### src/rtl/key_device.sv
// Four push-button debouncer with memory-mapped KDATA/KCTRL registers and a level interrupt.
// Each key is synchronized, inverted to active-high and accepted after a persistent change.
module key_device #(
   parameter int unsigned      DBITS           = 32,
   parameter logic [DBITS-1:0] ADDR_KDATA      = 32'hF0000010,
   parameter logic [DBITS-1:0] ADDR_KCTRL      = 32'hF0000110,
   parameter logic [15:0]      DEBOUNCE_CYCLES = 16'd50000
) (
   input  logic             clk,
   input  logic             reset,
   input  logic [3:0]       key_in,
   input  logic [DBITS-1:0] addr,
   input  logic             wrEn,
   input  logic             rdEn,
   input  logic [DBITS-1:0] dataIn,
   output logic [DBITS-1:0] dataOut,
   output logic             sel,
   output logic             intr
);

   localparam logic [15:0] CntMax = DEBOUNCE_CYCLES - 16'd1;

   logic [3:0]       syncA, syncB, sample;
   logic [3:0]       stableQ, stableD, update;
   logic [3:0][15:0] cntQ, cntD;
   logic             rdyQ, rdyD, ovrQ, ovrD, ieQ, ieD, intrQ;
   logic             isKdata, isKctrl, kdataRd, kctrlWr, change;
   logic             unusedDataIn;

   assign isKdata = (addr == ADDR_KDATA);
   assign isKctrl = (addr == ADDR_KCTRL);
   assign sel     = isKdata | isKctrl;
   assign kdataRd = isKdata & rdEn;
   assign kctrlWr = isKctrl & wrEn;

   // Synchronizer flops idle at 1 (button released) so reset never looks like a press.
   always_ff @(posedge clk or negedge reset) begin
      if (!reset) begin
         syncA <= 4'hF;
         syncB <= 4'hF;
      end else begin
         syncA <= key_in;
         syncB <= syncA;
      end
   end

   assign sample = ~syncB;

   always_comb begin
      cntD    = cntQ;
      stableD = stableQ;
      update  = 4'b0;
      for (int k = 0; k < 4; k++) begin
         if (sample[k] == stableQ[k]) begin
            cntD[k] = 16'd0;
         end else if (cntQ[k] == CntMax) begin
            stableD[k] = sample[k];
            cntD[k]    = 16'd0;
            update[k]  = 1'b1;
         end else begin
            cntD[k] = cntQ[k] + 16'd1;
         end
      end
   end

   assign change = |update;

   // A change event takes priority over the read/write that would clear the same flag.
   always_comb begin
      rdyD = rdyQ;
      if (change) begin
         rdyD = 1'b1;
      end else if (kdataRd) begin
         rdyD = 1'b0;
      end

      ovrD = ovrQ;
      if (change && rdyQ && !kdataRd) begin
         ovrD = 1'b1;
      end else if (kctrlWr && !dataIn[1]) begin
         ovrD = 1'b0;
      end

      ieD = kctrlWr ? dataIn[4] : ieQ;
   end

   always_ff @(posedge clk or negedge reset) begin
      if (!reset) begin
         stableQ <= 4'b0;
         cntQ    <= '0;
         rdyQ    <= 1'b0;
         ovrQ    <= 1'b0;
         ieQ     <= 1'b0;
         intrQ   <= 1'b0;
      end else begin
         stableQ <= stableD;
         cntQ    <= cntD;
         rdyQ    <= rdyD;
         ovrQ    <= ovrD;
         ieQ     <= ieD;
         intrQ   <= rdyD & ieD;
      end
   end

   assign intr = intrQ;

   always_comb begin
      dataOut = '0;
      if (isKdata) begin
         dataOut[3:0] = stableQ;
      end else if (isKctrl) begin
         dataOut[4] = ieQ;
         dataOut[1] = ovrQ;
         dataOut[0] = rdyQ;
      end
   end

   // Only IE and the OVR-clear bit of a store carry meaning.
   assign unusedDataIn = ^{dataIn[DBITS-1:5], dataIn[3:2], dataIn[0]};

endmodule

### config.mk
export PLATFORM = sky130hd
export DESIGN_NAME = key_device
export DESIGN_NICKNAME = d
export VERILOG_FILES = /design/src/rtl/key_device.sv
export SDC_FILE = /design/constraint.sdc
export NUM_CORES = 1
export LEC_CHECK = 0
export ABC_CLOCK_PERIOD_IN_PS = 2500
export CAP_MARGIN = 25
export CORE_MARGIN = 2
export CORE_UTILIZATION = 35
export DETAILED_ROUTE_END_ITERATION = 10
export HOLD_SLACK_MARGIN = 0.06
export PLACE_DENSITY = 0.62
export SLEW_MARGIN = 10
export SYNTH_ARGS = -nofsm -noshare
export SYNTH_HDL_FRONTEND = slang
export SYNTH_SLANG_ARGS = --single-unit
### constraint.sdc
create_clock -name clk -period 2.5 [get_ports clk]
set_input_delay 0.375 -clock clk [delete_from_list [all_inputs] [get_ports clk]]
set_output_delay 0.375 -clock clk [all_outputs]
set_load 0.01 [all_outputs]
==> results of run 1 <==
worst max-delay path: stages:
cell and delay, ns:
clkdlybuf4s50_1 0.42, nor4b_2 0.29, nand4_1 0.16, or2_4 0.29, buf_4 0.14, nor2_2 0.08
and2_1 0.13, buf_2 0.13
final cells by class:
cell class	count	share of cell area, %
inverter	6	0.475
multi-input combinational	299	37.8
clock buffer	10	2.91
timing repair buffer	55	11.2
clock inverter	6	1.43
sequential	80	42.5
tap	140	3.70
path summary, 6_finish.rpt:
kind | depth (start not counted) | slack (ns) | end
min in group asynchronous | 2 | 0.51 | cntQ[49]$_DFF_PN0_
max in group asynchronous | 3 | 1.37 | syncB[2]$_DFF_PN1_
worst min-delay path | 0 | 0.36 | syncB[0]$_DFF_PN1_
worst min register to register | 0 | 0.36 | syncB[0]$_DFF_PN1_
worst max-delay path | 8 | 0.12 | dataOut[3]
worst max register to register | 4 | 0.52 | cntQ[20]$_DFF_PN0_
per-layer routing:
layer / wire length, microns / vias to the layer above
met5: 0 / -
met4: 100 / 0
met3: 555 / 12
met2: 3120 / 89
met1: 3240 / 1277
li1: - / 1382
power by group:
group          leakage [nW]  total [mW]  internal (mW)  switching (mW)
Sequential             1.07        1.34           1.32          0.0190
Combinational         0.869       0.170         0.0830          0.0874
Clock                0.0989       0.959          0.492           0.467
synthesized netlist by cell type, types with 2 or more instances:
cell type	n
and2_1	3
and3_1	10
and4_1	2
buf_4	28
clkbuf_1	5
dfrtp_1	72
dfstp_2	8
ha_1	4
inv_1	6
mux2i_1	2
nand2_1	22
nand2b_1	3
nand3_1	26
nand4_1	15
nor2_1	79
nor3_1	10
nor4_1	5
nor4b_1	6
nor4bb_1	3
o21ai_0	5
or3_1	2
xnor2_1	26
xor2_1	35
sequential cells by signal, indices dropped and copies added, names as in the netlist:
| register | cells |
|---|---|
| intr | 1 |
| syncA | 4 |
| rdyQ | 1 |
| stableQ | 4 |
| ieQ | 1 |
| cntQ | 64 |
| ovrQ | 1 |
| syncB | 4 |
metrics by stage:
| step | cells | hold WS (ns) | setup slack [ns] |
|---|---|---|---|
| 5_1_grt | 596 | 0.366 | 0.00943 |
| 6_report | 596 | 0.357 | 0.115 |
| 2_1_floorplan | 419 | 0.0794 | 0.594 |
| 3_5_place_dp | 577 | 0.335 | -0.369 |
| 3_3_place_gp | 577 | 0.336 | -0.306 |
| 4_1_cts | 595 | 0.358 | 0.0702 |
logic make-up after synthesis:
family                     share of synthesized area (%)
AOI/OAI and AO/OA                                   1.66
and+or+nand+nor                                     24.7
DFF                                                 51.3
muxes                                              0.798
other                                             0.0957
adders and majority gates                           1.28
buffers and inverters                               6.54
xor gates and xnor gates                            13.6
what timing repair did:
item	CTS	global route
gates cloned	0	0
buffers inserted	1	1
endpoints found under the hold margin	25	0
endpoints found under the setup margin	6	3
gates resized for setup	16	4
pin swaps	3	6
hold buffers	1	0
==> flow_metrics.tcl, run 1 <==
set metrics [dict create \
    status "completed" \
    critPathCaptureType "primary output" \
    crit_start "addr[2]" \
    drcViolationCount 0 \
    clk_pin_slew_worst_paths_ns 0.07 \
    multi_input_area_sq_mm 0.00179 \
    rsz0062_at_grt "false" \
    core_sq_mm 0.0109 \
    p_leak_nw 2.04 \
    htreeDepth 3 \
    die_area_sq_mm 0.0121 \
    use_met2_pct 21.3 \
    vdd_drop_max_mv 0.248 \
    final_core_util_pct 43.5 \
    fin_area_sq_mm 0.00474 \
    hold_start "syncA[0]$_DFF_PN1_" \
    grt-busiest-layer "met2" \
    clock-sinks 80 \
    fillers 1041 \
    dr.pass1.iters 4 \
    final_cell_mix "78 x nor2_1, 72 x dfrtp_1, 41 x clkdlybuf4s50_1" \
    drv_slew 0 \
    period_minus_slack_ns 2.38 \
    drive_above_1_share_pct 9.87 \
    viasPerCell 4.63 \
    layout_commonest_cell "nor2_1" \
    antenna_found_initial 0 \
    synth_cells 393 \
    yosysSeqAreaShare_pct 51.3 \
    synthArstFlopShare_pct 100 \
    power_mw 2.47 \
    numCtsBuffers 9 \
    placement.io_buffers 48 \
    grt_util_met3_pct 2.73 \
    detailed_place_hpwl_microns 5120 \
    clock_latency_ns 0.34 \
    criticalPathCategory "input port to primary output" \
    grt_pass1_wl_microns 11900 \
    ff_latch_area_sq_mm 0.00201 \
    grt_max_degree 50 \
    arrival_ns 2.01 \
    setup_viol 0 \
    dpl_cell_area_sq_mm 0.00448 \
    yosysTopAreaCell "dfrtp_1" \
    fin_nets 527 \
    crit_required_ns 2.12 \
    ioPinCount 106 \
    cts_tree "built" \
    hold_violations 0 \
    r2r-start "cntQ[29]$_DFF_PN0_" \
    ys_types 39 \
    hold_class "flop to flop" \
    use_met1_pct 15.2 \
    clock_skew_ns 0.0146 \
    synth.cell_area_sq_mm 0.00392 \
    globalplace.congestion 0.801 \
    synth-edff-count 0 \
    grt_overflow 0 \
    finalCritPeriodShare_pct 95.4 \
    num_rows 38 \
    cts.path.max_buffers 2 \
    die_width_microns 110 \
    vias 2760 \
    start_kind "input port" \
    n_antenna_cell 0 \
    fmax_ghz 0.419 \
    netlist_top_cells_area "dfrtp_1 46%, xor2_1 7.8%, nor2_1 7.6%, xnor2_1 5.8%, buf_4 5.4%" \
    track_usage_pct 12.5 \
    yosys_register_bits 80 \
    setup_tns_ns 0 \
    grt_pass1_vias 2781 \
    drtIter0Drc 82 \
    wl_microns 7020 \
    yosysTopAreaCellShare_pct 46.0 \
    cts_root_buffer "clkbuf_8" \
    cap_violations 0 \
    synth_area_per_cell_sq_um 9.97 \
    slew_headroom_pct 60.6 \
    postRouteAntennaNets 0 \
    post_drt_wl_per_cell_microns 11.8 \
    yosysWarnings 0 \
    power_density_mw_per_mm2 521 \
    worst_pin_slew_ns 0.592 \
    crit_fanout 4 \
    initial_core_util_pct 36.0 \
    syn_to_final_growth_pct 20.8 \
    synth_ff_type "dfrtp_1" \
    die_h_microns 110 \
]
Note: power is estimated with default switching activity, not from simulation.
==> run 2, diff against run 1 <==
Settings changed: CORE_UTILIZATION 35 to 36, PLACE_DENSITY 0.62 to 0.64, SETUP_SLACK_MARGIN set to 0.05.
==> run 2 against run 1 <==
  * Final cell count grew 1.2%
  * Worst hold slack lost 0.00097 ns
  * First-iteration DRC count shrank 17%
  * Count of clock-buffer cells in the layout is the same
  * Setup slack lost 0.056 ns
  * Combinational power grew 3%
  * Core utilization grew 1.8 points
  * Critical path type unchanged
==> flow_metrics.tcl, run 2 (synthesized netlist as in run 1, its figures left out) <==
set metrics [dict create \
    status "completed" \
    setup_slack_ns 0.0591 \
    grt_max_degree 81 \
    reg2reg_depth 5 \
    slowest_delay_ns 0.40 \
    critPathTopFamily "simple AND/OR/NAND/NOR gates" \
    layout_commonest_cell "nor2_1" \
    crit_slowest_cell "clkdlybuf4s50_1" \
    grt_pass1_wl_microns 12300 \
    fillers 1005 \
    crit_required_ns 2.12 \
    n_antenna_cell 0 \
    num_rows 38 \
    dp_slack_ns -0.318 \
    hold_class "flop to flop" \
    crit_fanout 4 \
    track_usage_pct 13.4 \
    cts_tree "built" \
    globalplace.congestion 0.775 \
    critPathCaptureType "primary output" \
    numCtsBuffers 9 \
    largest_register_ff_count 64 \
    drv_slew 0 \
    power_mw 2.56 \
    cts.path.max_buffers 2 \
    grt_overflow 0 \
    viasPerCell 4.70 \
    crit_start "addr[14]" \
    p_leak_nw 2.18 \
    cts_root_buffer "clkbuf_8" \
    grt_pass1_vias 2770 \
    r2r_slack_ns 0.42 \
    crit_cells 9 \
    ioPinCount 106 \
    power_density_mw_per_mm2 525 \
    criticalPathCategory "input port to primary output" \
    setup_viol 0 \
    critPathBufInv 4 \
    wl_microns 7430 \
    placement.io_buffers 48 \
    vdd_drop_max_mv 0.387 \
    initial_core_util_pct 36.5 \
    crit_end "dataOut[2]" \
    crit_top_cell "buf_4" \
    fin_nets 534 \
    rsz0062_at_grt "true" \
    dr.pass1.iters 4 \
    slew_headroom_pct 58.5 \
    die_area_sq_mm 0.0117 \
    ff_latch_area_sq_mm 0.00201 \
    die_width_microns 108 \
    syn_to_final_growth_pct 24.3 \
    worstReg2RegEnd "cntQ[43]$_DFF_PN0_" \
    crit_chain "clkdlybuf4s50_1 > nor4_1 > nand4_1 > buf_4 > or2_4 > buf_4 > nor2_4 > and2_1 > buf_2" \
    drive_above_1_share_pct 12.1 \
    drtIter0Drc 68 \
    detailed_place_hpwl_microns 4950 \
    final_core_util_pct 45.3 \
    final_cell_mix "77 x nor2_1, 72 x dfrtp_1, 35 x xor2_1" \
    postRouteAntennaNets 0 \
    htreeDepth 3 \
    die_h_microns 108 \
    period_minus_slack_ns 2.44 \
    start_kind "input port" \
    worst_pin_slew_ns 0.617 \
    vias 2836 \
    clock_latency_ns 0.36 \
    clock-sinks 80 \
    drcViolationCount 0 \
    core_sq_mm 0.0107 \
    fmax_ghz 0.410 \
    r2r-start "cntQ[40]$_DFF_PN0_" \
    clock_skew_ns 0.0147 \
    clk_pin_slew_worst_paths_ns 0.08 \
    arrival_ns 2.07 \
    hold_violations 0 \
    post_drt_wl_per_cell_microns 12.3 \
    multi_input_area_sq_mm 0.00184 \
    cap_violations 0 \
    top_register "cntQ" \
    finalCritPeriodShare_pct 97.6 \
    antenna_found_initial 0 \
]
==> run 2: timing repair <==
item	4_1_cts	5_1_grt
buffers inserted	10	1
cloned	0	0
pin swaps	6	9
hold endpoints to repair	0	23
hold buffers	0	1
setup endpoints to repair	6	6
resized for setup	22	20
==> run 2: how the worst min path moves through the flow <==
stage                         end  depth (start not counted)                from  slack [ns]
2_1_floorplan   cntQ[0]$_DFF_PN0_                          0               reset        0.08
3_3_place_gp   syncB[3]$_DFF_PN1_                          0  syncA[3]$_DFF_PN1_        0.35
3_5_place_dp   syncB[3]$_DFF_PN1_                          0  syncA[3]$_DFF_PN1_        0.35
4_1_cts         cntQ[7]$_DFF_PN0_                          1               reset        0.22
5_1_grt        syncB[3]$_DFF_PN1_                          0  syncA[3]$_DFF_PN1_        0.35
6_report       syncB[3]$_DFF_PN1_                          0  syncA[3]$_DFF_PN1_        0.36
==> run 2: per-layer routing <==
| metal | part of all wire (%) | vias up | track usage [%] |
|---|---|---|---|
| met1 | 46 | 1347 | 16.6 |
| met3 | 7.2 | 10 | 4.34 |
| met2 | 46 | 83 | 21.9 |
| met4 | 1.5 | 0 | 4.67 |
| met5 | 0 | - | 0 |
| li1 | - | 1396 | - |
==> run 2: area by class of cell <==
class / count / area share (%)
clock buffer: 10 / 2.62
clock inverter: 6 / 1.90
inverter: 6 / 0.462
multi-input combinational: 299 / 37.7
sequential: 80 / 41.3
tap: 140 / 3.60
timing repair buffer: 62 / 12.4
==> run 2: worst register-to-register path, stage by stage (launching register included) <==
cell and delay [ns]:
dfrtp_1 0.44, nor4bb_1 0.34, nand4_1 0.19, or3_1 0.46, nand2_1 0.42, nor2_1 0.11
==> run 2: stage by stage <==
step / hold WS (ns) / instance area [sq um] / std cells / setup TNS [ns]
4_1_cts: 0.221 / 4770 / 601 / 0
3_5_place_dp: 0.347 / 4450 / 575 / -1.65
6_report: 0.356 / 4870 / 603 / 0
5_1_grt: 0.354 / 4870 / 603 / 0
2_1_floorplan: 0.0794 / 4020 / 419 / 0
3_3_place_gp: 0.347 / 4450 / 575 / -1.65
==> run 2: where the power goes <==
part           internal, mW  switching (mW)
sequential             1.32          0.0183
combinational        0.0833          0.0915
clock                 0.568           0.477
total                  1.97           0.586
